## src/rtl/turn_lamp_monitor.sv

```systemverilog
// Lamp-bus checker for the turn-signal sequencer: recovers direction/phase,
// counts completed sweeps and latches the first fault cause.
module turn_lamp_monitor #(
    parameter int unsigned MAX_HOLD = 1
) (
    input  logic       CLK,
    input  logic       RST,
    input  logic [5:0] Lamps,
    output logic [1:0] Dir,
    output logic [1:0] Phase,
    output logic [7:0] SweepCnt,
    output logic       Fault,
    output logic [1:0] FaultCode
);

    localparam int unsigned HOLD_W = 4;

    // Sweep states carry their phase in bits [1:0]; bit 2 marks the right group.
    localparam logic [2:0] IDLE = 3'd0;
    localparam logic [2:0] L1   = 3'd1;
    localparam logic [2:0] L2   = 3'd2;
    localparam logic [2:0] L3   = 3'd3;
    localparam logic [2:0] FLT  = 3'd4;
    localparam logic [2:0] R1   = 3'd5;
    localparam logic [2:0] R2   = 3'd6;
    localparam logic [2:0] R3   = 3'd7;

    localparam logic [1:0] CODE_PATTERN    = 2'b01;
    localparam logic [1:0] CODE_TRANSITION = 2'b10;
    localparam logic [1:0] CODE_STUCK      = 2'b11;

    logic [2:0]        state;
    logic [2:0]        state_nx;
    logic [HOLD_W-1:0] hold;
    logic [HOLD_W-1:0] hold_nx;
    logic [HOLD_W:0]   hold_inc;
    logic [7:0]        cnt_nx;
    logic [1:0]        code_nx;
    logic [2:0]        lamp_state;
    logic              lamp_legal;
    logic [1:0]        dir_nx;
    logic [1:0]        phase_nx;

    // Map the lamp bus onto the state it represents.
    always_comb begin
        lamp_state = IDLE;
        lamp_legal = 1'b1;
        case (Lamps)
            6'b000000: lamp_state = IDLE;
            6'b001000: lamp_state = L1;
            6'b011000: lamp_state = L2;
            6'b111000: lamp_state = L3;
            6'b000100: lamp_state = R1;
            6'b000110: lamp_state = R2;
            6'b000111: lamp_state = R3;
            default:   lamp_legal = 1'b0;
        endcase
    end

    assign hold_inc = {1'b0, hold} + (HOLD_W+1)'(1);

    // Next-state, hold counter, sweep counter and fault cause.
    always_comb begin
        state_nx = state;
        hold_nx  = hold;
        cnt_nx   = SweepCnt;
        code_nx  = FaultCode;
        if (state != FLT) begin
            if (!lamp_legal) begin
                state_nx = FLT;
                code_nx  = CODE_PATTERN;
            end else if (state == IDLE) begin
                if (lamp_state == L1 || lamp_state == R1) begin
                    state_nx = lamp_state;
                end else if (lamp_state != IDLE) begin
                    state_nx = FLT;
                    code_nx  = CODE_TRANSITION;
                end
            end else if (lamp_state == IDLE) begin
                state_nx = IDLE;
                if (state[1:0] == 2'd3) begin
                    cnt_nx = SweepCnt + 8'd1;
                end
            end else if (lamp_state == state) begin
                if (hold_inc > (HOLD_W+1)'(MAX_HOLD)) begin
                    state_nx = FLT;
                    code_nx  = CODE_STUCK;
                end else begin
                    hold_nx = hold_inc[HOLD_W-1:0];
                end
            end else if (state[1:0] != 2'd3 && lamp_state == state + 3'd1) begin
                state_nx = lamp_state;
            end else begin
                state_nx = FLT;
                code_nx  = CODE_TRANSITION;
            end
            if (state_nx != state) begin
                hold_nx = '0;
            end
        end
    end

    // Output decode of the upcoming state so outputs come straight from flops.
    always_comb begin
        dir_nx   = 2'b00;
        phase_nx = 2'd0;
        if (state_nx != IDLE && state_nx != FLT) begin
            dir_nx   = state_nx[2] ? 2'b01 : 2'b10;
            phase_nx = state_nx[1:0];
        end
    end

    always_ff @(posedge CLK) begin
        if (RST) begin
            state     <= IDLE;
            hold      <= '0;
            Dir       <= 2'b00;
            Phase     <= 2'd0;
            SweepCnt  <= 8'd0;
            Fault     <= 1'b0;
            FaultCode <= 2'b00;
        end else begin
            state     <= state_nx;
            hold      <= hold_nx;
            Dir       <= dir_nx;
            Phase     <= phase_nx;
            SweepCnt  <= cnt_nx;
            Fault     <= (state_nx == FLT);
            FaultCode <= code_nx;
        end
    end

endmodule

```

## config.mk

```make
export PLATFORM = sky130hd
export DESIGN_NAME = turn_lamp_monitor
export DESIGN_NICKNAME = d
export VERILOG_FILES = /design/src/rtl/turn_lamp_monitor.sv
export SDC_FILE = /design/constraint.sdc
export NUM_CORES = 1
export LEC_CHECK = 0
export CAP_MARGIN = 20
export CORE_MARGIN = 4
export CORE_UTILIZATION = 48
export DETAILED_ROUTE_END_ITERATION = 8
export PLACE_DENSITY = 0.87
export SYNTH_ARGS = -nofsm -noshare
export SYNTH_HDL_FRONTEND = slang
export SYNTH_SLANG_ARGS = --single-unit
```

## constraint.sdc

```tcl
create_clock -name CLK -period 2.63 [get_ports CLK]
set_clock_uncertainty 0.1 [all_clocks]
set_input_delay 0.526 -clock CLK [delete_from_list [all_inputs] [get_ports CLK]]
set_output_delay 0.526 -clock CLK [all_outputs]
set_load 0.005 [all_outputs]
```

==> flow_metrics.env, run 1 <==
export IMPL_final_common_cell="buf_4"
export IMPL_clk_latency_ps=310
export IMPL_min_period_ps=2557
export IMPL_drtAntennaViolNets=0
export IMPL_die_x_um=62.85
export IMPL_track_usage_pct=21.10
export IMPL_ys_seq_area_share_pct=30.50
export IMPL_drive_gt1_share_pct=32.16
export IMPL_final_util_pct=75.11
export IMPL_seq_area_um2=440.4
export IMPL_ys_ff_latch=22
export IMPL_relSlewSlack_pct=70.23
export IMPL_ys_warnings_count=0
export IMPL_cp_common_cell="and2_4"
export IMPL_clk_pin_slew_ps=120
export IMPL_synth_fa_ha_area_share_pct=4.333
export IMPL_layout_cells_most_common_list="buf_4 (40), dfxtp_1 (22), nor2_1 (21)"
export IMPL_path_max_fanout=5
export IMPL_cpPeakStageDelay_ps=550
export IMPL_maxSlewViolCount=0
export IMPL_required_ps=2750
export IMPL_postSynth_asyncResetShare_pct=0
export IMPL_vias=1529
export IMPL_status="finished clean"
export IMPL_tightest_slew_ps=443.4
export IMPL_path_cells="buf_2 > or4b_4 > o21ai_2 > and2_4 > o211ai_4 > o41a_1 > and2_4 > o221a_4 > and2_1"
export IMPL_final_area_um2=2107
export IMPL_grt_antenna_before_repair=0
export IMPL_die_h_um=62.85
export IMPL_drt_initial_drc_count=74
export IMPL_syn_area_um2=1444
export IMPL_drc_errors=0
export IMPL_p_leak_nw=0.8425
export IMPL_arrival_ps=2670
export IMPL_end_kind="flip-flop"
export IMPL_fmax_mhz=391.1
export IMPL_hpwlAfterDp_mm=3.238
export IMPL_cts_sinks=22
export IMPL_grt_setup_unrepaired="false"
export IMPL_synth_nets=180
export IMPL_powerDensity_nw_per_um2=356.6
export IMPL_io_pins=23
export IMPL_multi_input_area_um2=1055
export IMPL_vias_per_cell=5.926
export IMPL_cts_tree="built"
export IMPL_port_buffers=22
export IMPL_clockBufferDepth=2
export IMPL_syn_inst=167
export IMPL_placed_area_um2=1966
export IMPL_first_pass_iters=4
export IMPL_hold_violations=0
export IMPL_h_tree_depth=1
export IMPL_grt_pass1_wl_mm=6.879
export IMPL_rows=19
export IMPL_cts_root_buf="clkbuf_4"
export IMPL_synth_compound_area_share_pct=18.80
export IMPL_avgSynthCellArea_um2=8.646
export IMPL_yosys_most_used_dff="dfxtp_1"
export IMPL_synth_edf_count=0
export IMPL_nets=241
export IMPL_min_delay_path_class="reg2reg"
export IMPL_place_gp_congestion=1.028
export IMPL_cts_hold_buf=0
export IMPL_diodes=0
export IMPL_start_util_pct=51.47
export IMPL_synth_top_family_by_area="simple AND/OR/NAND/NOR gates"
export IMPL_wl_mm=4.248
export IMPL_cts_buffers_inserted=3
export IMPL_muxShareOfSynthArea_pct=2.080
export IMPL_wl_per_cell_um=16.47
export IMPL_areaGrowthSynthToFinish_pct=45.93
export IMPL_setup_viol=0
export IMPL_die_area_um2=3949
export IMPL_synth_xor_area_share_pct=7.192
export IMPL_gr_total_overflow=0
export IMPL_grt_max_degree=19
export IMPL_path_class="in2reg"
export IMPL_grt_pass1_vias=1437
export IMPL_synth_distinct_cells=54
export IMPL_fillers=195
export IMPL_drv_cap=0
export IMPL_yosys_area_share_simple_pct=32.93
export IMPL_cp_start_kind="primary input"
export IMPL_irDropWorstVdd_v=0.0004900
export IMPL_core_area_um2=2805
export IMPL_slowest_stage="or4b_4"
export IMPL_period_share_pct=97.22
==> per-layer routing <==
metal,vias to the layer above,global-route usage (%),share of wire (%)
met3,5,5.216,8.5
met2,68,34.35,48
met4,0,2.755,1.1
met5,-,0,0
li1,731,-,-
met1,725,28.84,42
==> worst max-delay path, delay by kind of cell <==
| kind | cells | cell delay, ps |
|---|---|---|
| simple gates | 4 | 1060 |
| compound gates | 4 | 940 |
| buf+inv | 1 | 140 |
==> final timing paths <==
kind,from,to,slack (ps),cells after the start
max,Lamps[4],Fault,70,9
max reg2reg,hold[0],Fault,90,10
min,hold[3],hold[3],380,1
min reg2reg,hold[3],hold[3],380,1
==> Yosys cell counts, types with 2 or more instances <==
cell	instances	area share, %
nand4b_1	2	1.2
nand3b_1	3	1.6
inv_1	8	2.1
nor3_1	11	3.8
a21oi_1	8	2.8
buf_1	2	0.52
nor2_1	21	5.5
nor4b_4	2	3.3
nand2b_1	2	0.87
nor2b_1	7	3.0
o21ai_1	2	0.69
mux2i_1	3	2.1
o211ai_1	2	1.0
a31oi_1	2	0.87
nand4_1	4	1.7
a311oi_2	2	2.1
nand3_1	5	1.7
ha_1	5	4.3
nand2_1	8	2.1
xor2_1	5	3.0
dfxtp_1	22	31
nor4b_1	2	1.2
xnor2_1	5	3.0
clkbuf_1	3	0.78
and2_1	2	0.87
==> cell families after synthesis <==
family	count (synthesis)
simple gates	79
buf+inv	14
compound gates	33
mux	3
xor+xnor	11
fa+ha+maj	5
flops	22
==> layout make-up <==
class / instances / area share [%]
clock buffer: 3 / 1.069
clock inverter: 1 / 1.425
inverter: 8 / 1.425
multi-input combinational: 131 / 50.06
sequential: 22 / 20.90
tap: 31 / 1.841
timing repair buffer: 62 / 23.28
==> flip-flops by register name, indices dropped and copies added, names as in the netlist <==
register	cells
SweepCnt	8
hold	4
state	3
Dir	2
FaultCode	2
Phase	2
Fault	1
==> power by group <==
group | internal [mW] | total, mW | leakage (nW) | switching [mW]
clock network | 0.154 | 0.252 | 0.0279 | 0.0981
registers | 0.338 | 0.342 | 0.178 | 0.00402
logic | 0.0766 | 0.157 | 0.636 | 0.0806
==> through the flow <==
stage / power, mW / TNS (ps) / std cells / setup WS (ps) / hold WS, ps
4_1_cts: 0.7466 / 0 / 257 / 15.64 / 384.0
5_1_grt: 0.7824 / 0 / 258 / 13.21 / 409.1
6_report: 0.7514 / 0 / 258 / 73.19 / 380.9
2_1_floorplan: 0.4181 / -121.5 / 167 / -57.62 / 338.8
3_5_place_dp: 0.4893 / -10250 / 250 / -683.8 / 362.8
3_3_place_gp: 0.4854 / -8904 / 250 / -602.8 / 356.1
==> what timing repair did <==
item	in CTS	in global routing
buffers inserted	3	2
gates cloned	0	0
endpoints found under the setup margin	18	9
pin swaps	8	11
hold endpoints to repair	0	0
gates resized for setup	20	18
No activity file was read; power rests on OpenSTA's default activity.
==> run 2: changes to the inputs <==
- GPL_TIMING_DRIVEN: not set -> 1
==> results of run 2 <==
The final DEF is identical to that of run 1; final timing and power are the same.
